$ cat src/rtl/ex_pkg.sv
`default_nettype none
// ============================================================================
// Module      : ex_pkg
// Description : Shared execute-stage types. The divide op encoding and the
//               divide sequencer state encoding are also used by the EX
//               result mux and the hazard unit.
// Revision    : 1.0 - initial release
// ============================================================================
package ex_pkg;

    // M-extension divide/remainder ops, encoded as presented on the op port
    typedef enum logic [1:0] {
        OP_DIV  = 2'd0,
        OP_DIVU = 2'd1,
        OP_REM  = 2'd2,
        OP_REMU = 2'd3
    } div_op_e;

    // Divide sequencer states
    typedef enum logic [1:0] {
        S_IDLE = 2'd0,
        S_CALC = 2'd1,
        S_FIX  = 2'd2,
        S_DONE = 2'd3
    } div_state_e;

endpackage : ex_pkg
`default_nettype wire

$ cat src/rtl/div_step.sv
`default_nettype none
// ============================================================================
// Module      : div_step
// Description : One combinational radix-2 restoring division iteration.
//               {rem, quo} is shifted left by one; if the shifted remainder
//               is at least the divisor, the divisor is subtracted and a 1
//               is shifted into the quotient.
// Ports       : rem_i     - partial remainder (always < divisor_i)
//               quo_i     - dividend bits still to consume / quotient so far
//               divisor_i - divisor magnitude
//               rem_o     - next partial remainder
//               quo_o     - next quotient/dividend word
// Revision    : 1.0 - initial release
// ============================================================================
module div_step #(
    parameter int WordSize = 32
) (
    input  logic [WordSize-1:0] rem_i,
    input  logic [WordSize-1:0] quo_i,
    input  logic [WordSize-1:0] divisor_i,
    output logic [WordSize-1:0] rem_o,
    output logic [WordSize-1:0] quo_o
);

    // The shifted remainder needs one extra bit: with an unsigned divisor
    // above 2^(WordSize-1) the partial remainder can have its msb set.
    logic [WordSize:0]   w_shifted;
    logic                w_ge;
    logic [WordSize-1:0] w_diff;

    assign w_shifted = {rem_i, quo_i[WordSize-1]};
    // Non-negative trial difference is the same as shifted >= divisor
    assign w_ge      = (w_shifted >= {1'b0, divisor_i});
    // When w_ge holds, the true difference is < divisor, so it fits in
    // WordSize bits and the modulo-2^WordSize subtraction is exact.
    assign w_diff    = w_shifted[WordSize-1:0] - divisor_i;

    always_comb begin
        rem_o = w_shifted[WordSize-1:0];
        quo_o = {quo_i[WordSize-2:0], 1'b0};
        if (w_ge) begin
            rem_o = w_diff;
            quo_o = {quo_i[WordSize-2:0], 1'b1};
        end
    end

endmodule : div_step
`default_nettype wire

$ cat src/rtl/ex_div_ctrl.sv
`default_nettype none
// ============================================================================
// Module      : ex_div_ctrl
// Description : Multi-cycle integer divide sequencer for the execute stage.
//               Radix-2 restoring division over WordSize iterations, with a
//               fast path for divide-by-zero and signed overflow. Stalls the
//               front of the pipeline while the op runs and pulses done for
//               one cycle with the result and destination register.
// Ports       : clk, rst  - rising-edge clock, synchronous active-high reset
//               start     - issue request (sampled only in IDLE)
//               op        - 0=DIV 1=DIVU 2=REM 3=REMU
//               a, b      - dividend (rs1), divisor (rs2)
//               rdn_in    - destination register number
//               flush     - aborts the op in flight
//               stall     - holds ID/EX and earlier stages
//               busy      - not IDLE
//               done      - one-cycle result-valid pulse
//               result    - quotient or remainder
//               rdn       - latched rdn_in
// Revision    : 1.0 - initial release
// ============================================================================
module ex_div_ctrl
    import ex_pkg::*;
#(
    parameter int WordSize = 32
) (
    input  logic                clk,
    input  logic                rst,
    input  logic                start,
    input  logic [1:0]          op,
    input  logic [WordSize-1:0] a,
    input  logic [WordSize-1:0] b,
    input  logic [4:0]          rdn_in,
    input  logic                flush,
    output logic                stall,
    output logic                busy,
    output logic                done,
    output logic [WordSize-1:0] result,
    output logic [4:0]          rdn
);

    localparam int            CW      = $clog2(WordSize);
    localparam logic [CW-1:0] LAST_IT = CW'(WordSize - 1);
    localparam logic [WordSize-1:0] MIN_NEG = {1'b1, {(WordSize-1){1'b0}}};

    div_state_e          state_q, state_d;
    div_op_e             op_q, op_d;
    logic [4:0]          rdn_q, rdn_d;
    logic [WordSize-1:0] divisor_q, divisor_d;
    logic [WordSize-1:0] quo_q, quo_d;
    logic [WordSize-1:0] rem_q, rem_d;
    logic [WordSize-1:0] result_q, result_d;
    logic [CW-1:0]       cnt_q, cnt_d;
    logic                qneg_q, qneg_d;
    logic                rneg_q, rneg_d;

    // Issue-side decode
    div_op_e             w_op;
    logic                w_signed;
    logic                w_is_rem;
    logic [WordSize-1:0] w_a_mag;
    logic [WordSize-1:0] w_b_mag;
    logic                w_div0;
    logic                w_ovf;
    logic [WordSize-1:0] w_fast_res;

    assign w_op     = div_op_e'(op);
    assign w_signed = (w_op == OP_DIV) || (w_op == OP_REM);
    assign w_is_rem = (w_op == OP_REM) || (w_op == OP_REMU);
    // Negating MIN_NEG yields MIN_NEG, which is its correct unsigned magnitude
    assign w_a_mag  = (w_signed && a[WordSize-1]) ? -a : a;
    assign w_b_mag  = (w_signed && b[WordSize-1]) ? -b : b;
    assign w_div0   = (b == '0);
    assign w_ovf    = w_signed && (a == MIN_NEG) && (b == '1);

    always_comb begin
        if (w_div0) begin
            w_fast_res = w_is_rem ? a : '1;
        end else begin
            // Signed overflow: quotient is the dividend itself, remainder 0
            w_fast_res = w_is_rem ? '0 : a;
        end
    end

    // Iteration datapath
    logic [WordSize-1:0] w_step_rem;
    logic [WordSize-1:0] w_step_quo;

    div_step #(
        .WordSize (WordSize)
    ) u_step (
        .rem_i     (rem_q),
        .quo_i     (quo_q),
        .divisor_i (divisor_q),
        .rem_o     (w_step_rem),
        .quo_o     (w_step_quo)
    );

    // Sign fix-up
    logic [WordSize-1:0] w_q_fix;
    logic [WordSize-1:0] w_r_fix;
    logic                w_op_is_rem;

    assign w_q_fix     = qneg_q ? -quo_q : quo_q;
    assign w_r_fix     = rneg_q ? -rem_q : rem_q;
    assign w_op_is_rem = (op_q == OP_REM) || (op_q == OP_REMU);

    always_comb begin
        state_d   = state_q;
        op_d      = op_q;
        rdn_d     = rdn_q;
        divisor_d = divisor_q;
        quo_d     = quo_q;
        rem_d     = rem_q;
        result_d  = result_q;
        cnt_d     = cnt_q;
        qneg_d    = qneg_q;
        rneg_d    = rneg_q;

        case (state_q)
            S_IDLE: begin
                if (start && !flush) begin
                    op_d      = w_op;
                    rdn_d     = rdn_in;
                    divisor_d = w_b_mag;
                    quo_d     = w_a_mag;
                    rem_d     = '0;
                    cnt_d     = '0;
                    qneg_d    = w_signed && (a[WordSize-1] ^ b[WordSize-1]);
                    rneg_d    = w_signed && a[WordSize-1];
                    if (w_div0 || w_ovf) begin
                        result_d = w_fast_res;
                        state_d  = S_DONE;
                    end else begin
                        state_d  = S_CALC;
                    end
                end
            end
            S_CALC: begin
                rem_d = w_step_rem;
                quo_d = w_step_quo;
                cnt_d = cnt_q + 1'b1;
                if (cnt_q == LAST_IT) begin
                    state_d = S_FIX;
                end
            end
            S_FIX: begin
                result_d = w_op_is_rem ? w_r_fix : w_q_fix;
                state_d  = S_DONE;
            end
            S_DONE: begin
                state_d = S_IDLE;
            end
            default: begin
                state_d = S_IDLE;
            end
        endcase

        // A killed op never publishes its result
        if ((state_q != S_IDLE) && flush) begin
            state_d  = S_IDLE;
            result_d = result_q;
        end
    end

    always_ff @(posedge clk) begin
        if (rst) begin
            state_q   <= S_IDLE;
            op_q      <= OP_DIV;
            rdn_q     <= '0;
            divisor_q <= '0;
            quo_q     <= '0;
            rem_q     <= '0;
            result_q  <= '0;
            cnt_q     <= '0;
            qneg_q    <= 1'b0;
            rneg_q    <= 1'b0;
        end else begin
            state_q   <= state_d;
            op_q      <= op_d;
            rdn_q     <= rdn_d;
            divisor_q <= divisor_d;
            quo_q     <= quo_d;
            rem_q     <= rem_d;
            result_q  <= result_d;
            cnt_q     <= cnt_d;
            qneg_q    <= qneg_d;
            rneg_q    <= rneg_d;
        end
    end

    // Low in DONE so ID/EX advances on the edge that consumes result
    assign stall  = ((state_q == S_IDLE) && start && !flush)
                  || (state_q == S_CALC) || (state_q == S_FIX);
    assign busy   = (state_q != S_IDLE);
    assign done   = (state_q == S_DONE);
    assign result = result_q;
    assign rdn    = rdn_q;

endmodule : ex_div_ctrl
`default_nettype wire
$ cat config.mk
export PLATFORM = sky130hd
export DESIGN_NAME = ex_div_ctrl
export DESIGN_NICKNAME = d
export VERILOG_FILES = /design/src/rtl/ex_pkg.sv /design/src/rtl/div_step.sv /design/src/rtl/ex_div_ctrl.sv
export SDC_FILE = /design/constraint.sdc
export NUM_CORES = 1
export LEC_CHECK = 0
export CAP_MARGIN = 20
export CORE_ASPECT_RATIO = 1.2
export CORE_MARGIN = 4
export CORE_UTILIZATION = 40
export DETAILED_ROUTE_END_ITERATION = 16
export HOLD_SLACK_MARGIN = 0.06
export PLACE_DENSITY = 0.65
export SLEW_MARGIN = 20
export SYNTH_ARGS = -nofsm -noshare
export SYNTH_HDL_FRONTEND = slang
export SYNTH_SLANG_ARGS = --single-unit
$ cat constraint.sdc
create_clock -name clk -period 6.3 [get_ports clk]
set_input_delay 0.63 -clock clk [delete_from_list [all_inputs] [get_ports clk]]
set_output_delay 0.63 -clock clk [all_outputs]
set_load 0.1 [all_outputs]
After elaboration in Yosys (flattened, before gate mapping). Cells that the tools add are included.

Bits in registers: 144. Output and inout port bits: 40. Word-level logic and storage cells: 82.

Add/sub/neg operators: 6. Bitwise logic cells: 2. Muxes and demuxes: 23. $lt $le $gt $ge: 1. Reduce and logical (&&, ||, !) cells: 27. Equal/unequal tests: 13.

Operator list (number): $mux W32 (13); $pmux W32 S2 (3); $neg A32 Y32 (4); $eq A32 B32 Y1 const B (2); $ge A33 B32 Y1 (1); $logic_not A32 Y1 (1); $sub A32 B32 Y32 (1); $eq A2 B2 Y1 const B (6); $pmux W5 S2 (1); $logic_and A1 B1 Y1 (9); $pmux W2 S4 (1); $logic_or A1 B1 Y1 (6); $mux W2 (3); $ne A2 B2 Y1 const B (3); $reduce_and A2 Y1 (3); $reduce_bool A2 Y1 (3); $add A5 B1 Y5 const B (1); $eq A5 B5 Y1 const B (1); $mux W5 (1); $logic_not A2 Y1 (2); $reduce_and A4 Y1 (1); $eq A2 B1 Y1 const B (1); $reduce_or A2 Y1 (1); $logic_not A1 Y1 (1); other kinds (3) (3).

Depth between registers and ports, before layout.
Depth after elaboration: 8. Mapped depth: 13. Gate-level depth less buffers: 13.

Cells and area by module. Synthesis repeated with hierarchy kept, for this count alone.

Cells, all modules: 1523. Area, all modules: 11802.6 um^2.

By module, submodules not included: ex_div_ctrl (cells each 1160, area each 9140.0 um^2, times used 1); div_step (cells each 363, area each 2662.6 um^2, times used 1).

Worst setup path after synthesis. OpenSTA, ideal clock, no wires.

Path kind: register -> output. Start: register state_q[0]. End: output stall. Cell stages (with the launch flop): 7. Arrival: 2.693 ns. Slack: 2.977 ns. Required time: 5.670 ns. Cells stage by stage: dfxtp_1 > inv_1 > ha_1 > clkbuf_8 > clkinv_1 > nor2_1 > or3_1.

Longest elaborated chain between the ends: 5. Elaborated cells on any way between the ends: 7.

Ends and longest elaborated chain: start: declaration (RTL line ex_div_ctrl.sv:46) `div_state_e state_q, state_d;`; start signal: assignment (RTL line ex_div_ctrl.sv:179) `state_q <= state_d;`; $logic_not A2 Y1 (RTL line ex_div_ctrl.sv:193) `assign stall = ((state_q == S_IDLE) && start && !flush)`; $logic_and A1 B1 Y1 (2 in series) (RTL line ex_div_ctrl.sv:193); $logic_or A1 B1 Y1 (RTL line ex_div_ctrl.sv:194) `|| (state_q == S_CALC) || (state_q == S_FIX);`; $logic_or A1 B1 Y1 * (RTL line ex_div_ctrl.sv:194); end: declaration (RTL line ex_div_ctrl.sv:35) `output logic stall,`.

Mark *: on every way between the ends. The rest lies on a longest branch, timed or not.

Worst setup path in the final report.
Start: register divisor_q[14]. End: register rem_q[28].

Longest elaborated chain between the ends: 3. Elaborated cells on any way between the ends: 4.

Ends and longest elaborated chain: start: declaration (RTL line ex_div_ctrl.sv:49) `logic [WordSize-1:0] divisor_q, divisor_d;`; start signal: assignment (RTL line ex_div_ctrl.sv:182) `divisor_q <= divisor_d;`; $sub A32 B32 Y32 or $ge A33 B32 Y1 (tied branches) (RTL line div_step.sv:36, div_step.sv:33); $mux W32 * (RTL line div_step.sv:41) `if (w_ge) begin`; $pmux W32 S2 * (RTL line ex_div_ctrl.sv:120) `case (state_q)`; end signal: assignment (RTL line ex_div_ctrl.sv:184) `rem_q <= rem_d;`; end: declaration (RTL line ex_div_ctrl.sv:51) `logic [WordSize-1:0] rem_q, rem_d;`.

Marked as above. A chain may end at the register's enable or synchronous reset.

==> results.cfg <==
[status]
outcome = finished clean

[yosys]
synth_xor_area_share_pct = 11.8
yosys_warnings = 0
syn_avg_cell_area_sq_um = 7.66
synth_edf_count = 0
synth_cell_types = 79
synth.area.mux_share_pct = 2.91
ys_ff_latch = 143
yosys.area_share.adder_pct = 6.00
synth_top_family_by_area = compound AO/OA/AOI/OAI gates
netlist_instances = 1411
syn_area_sq_um = 10800
synth_compound_area_share_pct = 26.4
syn_nets = 1530
ys_seq_area_share_pct = 26.5
async_flop_share_pct = 0
synthFlopType = dfxtp_1
synthSimpleGateAreaFrac_pct = 20.3

[place]
dpl-instance-area_sq_um = 12100
dp_hpwl_um = 24000
place_congestion = 0.903
port_buffers = 114
dp_slack_ps = 1630

[floorplan]
die_h_um = 188
die_area_sq_um = 29700
floorplan.initialDensity_pct = 40.9
core_sq_um = 26400
num_rows = 65
die_w_um = 158
ios = 115

[power_and_ir_drop]
p_leak_nw = 4.78
vdd_drop_max_v = 0.000189
power.density_nw_per_um2 = 328
power.total_mw = 4.15

[setup_path]
crit_arrival_ps = 4470
cp.required_ps = 6610
cp-startpoint = divisor_q[14]$_SDFFE_PP0P_
critPathCaptureType = flop
r2r_start = divisor_q[14]$_SDFFE_PP0P_
r2r_setup_slack_ps = 2140
ff2ff_path_depth = 11
path_class = flop to flop
cp_max_fo = 22
r2r-end = rem_q[28]$_SDFFE_PP0P_
critPathLaunchType = flop

[timing]
hold_viol_final = 0
period_needed_ps = 4160
fin_skew_ps = 11.0
finalSetupViolations = 0
max_slew_margin_pct = 27.4
tightest_slew_ps = 1090
fmax_mhz = 241
maxSlewViolCount = 0
fin_ws_ps = 2140
rsz0062_at_grt = no
whs_ps = 452
fin_crit_sh_pct = 66.0
setup_tns_ps = 0

[detailed_routing]
first_pass_iters = 8
wl_per_cell_um = 18.1
ant_nets = 0
drtIter0Drc = 842
drc_errors = 0
routed_wl_um = 32800
viasPerCell = 5.82
route.vias.total = 10600

[hold_path]
holdPathEnd = divisor_q[31]$_SDFFE_PP0P_
hold_depth = 2
hold_class = flop to flop
min_from = divisor_q[31]$_SDFFE_PP0P_

[clock_network]
cts.sinks = 143
cts_hold_buf = 0
cts_made_buffers = 17
clk_path_buf_depth = 2
cts_resized = 0
clock-root-buffer = clkbuf_16
clkTransAtPathRegs_ps = 60
clock_latency_ps = 430
post_cts_buffers = 0
cts_tree = yes
htree_levels = 4

[grt]
grt_use_met2_pct = 35.9
overflow = 0
track_usage_pct = 21.5
grt_pass1_wl_um = 52400
use_met3_pct = 3.32
grt_max_degree = 74
met1_usage_pct = 28.6
grt.busiest_layer = met2
antenna_found_initial = 0
first_global_vias = 10000

[finish]
n_antenna_cell = 0
drive_gt1_share_pct = 5.42
nets = 1584
final_area_sq_um = 12700
syn2layout_area_growth_pct = 17.2

[flow_run]
drv_cap = 0
==> final cells by class <==
type	instances	area [sq um]
repair buffers	130	1280
fillers	2666	13800
inverters	62	233
flip-flops and latches	143	2860
well taps	335	419
clock inverters	12	97.6
multi-input cells	1111	7340
clock buffers	19	433
==> worst max-delay path, cell delays in order, from the launching register on <==
cell,delay [ps]
dfxtp_1,330
inv_1,60
ha_1,400
a21oi_1,230
nand2_1,120
a2111oi_2,580
nor4_1,190
nor3_1,420
nand2_1,190
a41oi_4,790
mux2_2,410
a221o_1,310
==> placed cells by master, fill, tap and decap left out, types with 39 or more instances in the layout <==
| master | instances |
|---|---|
| nor2_1 | 163 |
| dfxtp_1 | 143 |
| nand2_1 | 129 |
| clkdlybuf4s50_1 | 113 |
| o21ai_0 | 94 |
| a21oi_1 | 90 |
| xnor2_1 | 84 |
| xor2_1 | 62 |
| inv_1 | 60 |
| a211oi_1 | 51 |
| ha_1 | 42 |
| nor3_1 | 39 |
==> stage by stage <==
| stage | std cells | util, % |
|---|---|---|
| 5_1_grt | 1812 | 47.9 |
| 6_report | 1812 | 47.9 |
| 3_5_place_dp | 1780 | 45.8 |
| 2_1_floorplan | 1411 | - |
| 3_3_place_gp | 1780 | 45.8 |
| 4_1_cts | 1811 | 47.8 |
==> worst max-delay path by stage <==
| stage | to | slack (ps) | depth (start not counted) |
|---|---|---|---|
| floorplan | stall | 2980 | 6 |
| global placement | result[8]$_SDFFE_PP0P_ | 1760 | 10 |
| detailed placement | result[10]$_SDFFE_PP0P_ | 1630 | 10 |
| CTS | result[10]$_SDFFE_PP0P_ | 2070 | 10 |
| global route | rem_q[10]$_SDFFE_PP0P_ | 1790 | 12 |
| finish | rem_q[28]$_SDFFE_PP0P_ | 2140 | 11 |
==> per-layer routing <==
layer / routed length (um) / up-vias
met5: 0 / -
met4: 661 / 0
met1: 14600 / 4911
met3: 1920 / 58
met2: 15600 / 346
li1: - / 5239
==> state kept, by name, indices dropped and copies added (netlist names), 2 cells and up <==
name / flops
cnt_q: 5
divisor_q: 32
quo_q: 32
rdn: 5
rem_q: 32
result: 32
state_q: 2
==> cells in the mapped netlist (6+ instances only) <==
master,number,area [sq um]
nand4_1,16,100
a311oi_1,12,105
xnor2_1,84,736
xor2_1,62,543
nor2b_1,6,37.5
o211ai_1,12,90.1
dfxtp_1,143,2860
a211oi_1,51,383
mux2i_1,28,280
inv_1,60,225
a211o_1,6,52.6
a21o_1,24,180
o41ai_1,14,123
a222oi_1,28,280
buf_2,10,50.1
or3_1,13,81.3
nand2_1,129,484
a31oi_1,12,75.1
nor4_1,13,81.3
nand2b_1,10,62.6
nor2_1,166,623
o31ai_1,26,195
a21boi_0,6,45.0
nand3_1,17,85.1
nor3_1,39,195
or4_1,6,45.0
ha_1,43,538
clkbuf_1,76,285
a21oi_1,92,460
maj3_1,9,90.1
o21ai_0,94,470
o22ai_1,13,81.3
==> where the power goes <==
| part | total [mW] | leakage [nW] | internal, mW | switching, mW |
|---|---|---|---|---|
| Clock | 0.926 | 0.250 | 0.535 | 0.391 |
| Sequential | 1.13 | 1.16 | 1.02 | 0.109 |
| Combinational | 2.10 | 3.37 | 0.733 | 1.36 |
| Total | 4.15 | 4.78 | 2.29 | 1.86 |
==> cell families (layout without fill, tap and decap cells) <==
family / count (synthesis) / after routing
and+or+nand+nor: 456 / 456
AOI/OAI and AO/OA: 425 / 425
buffers and inverters: 157 / 223
xor gates and xnor gates: 146 / 146
DFF: 143 / 143
adders and majority gates: 53 / 53
muxes: 31 / 31
No activity file was read; power rests on OpenSTA's default activity.
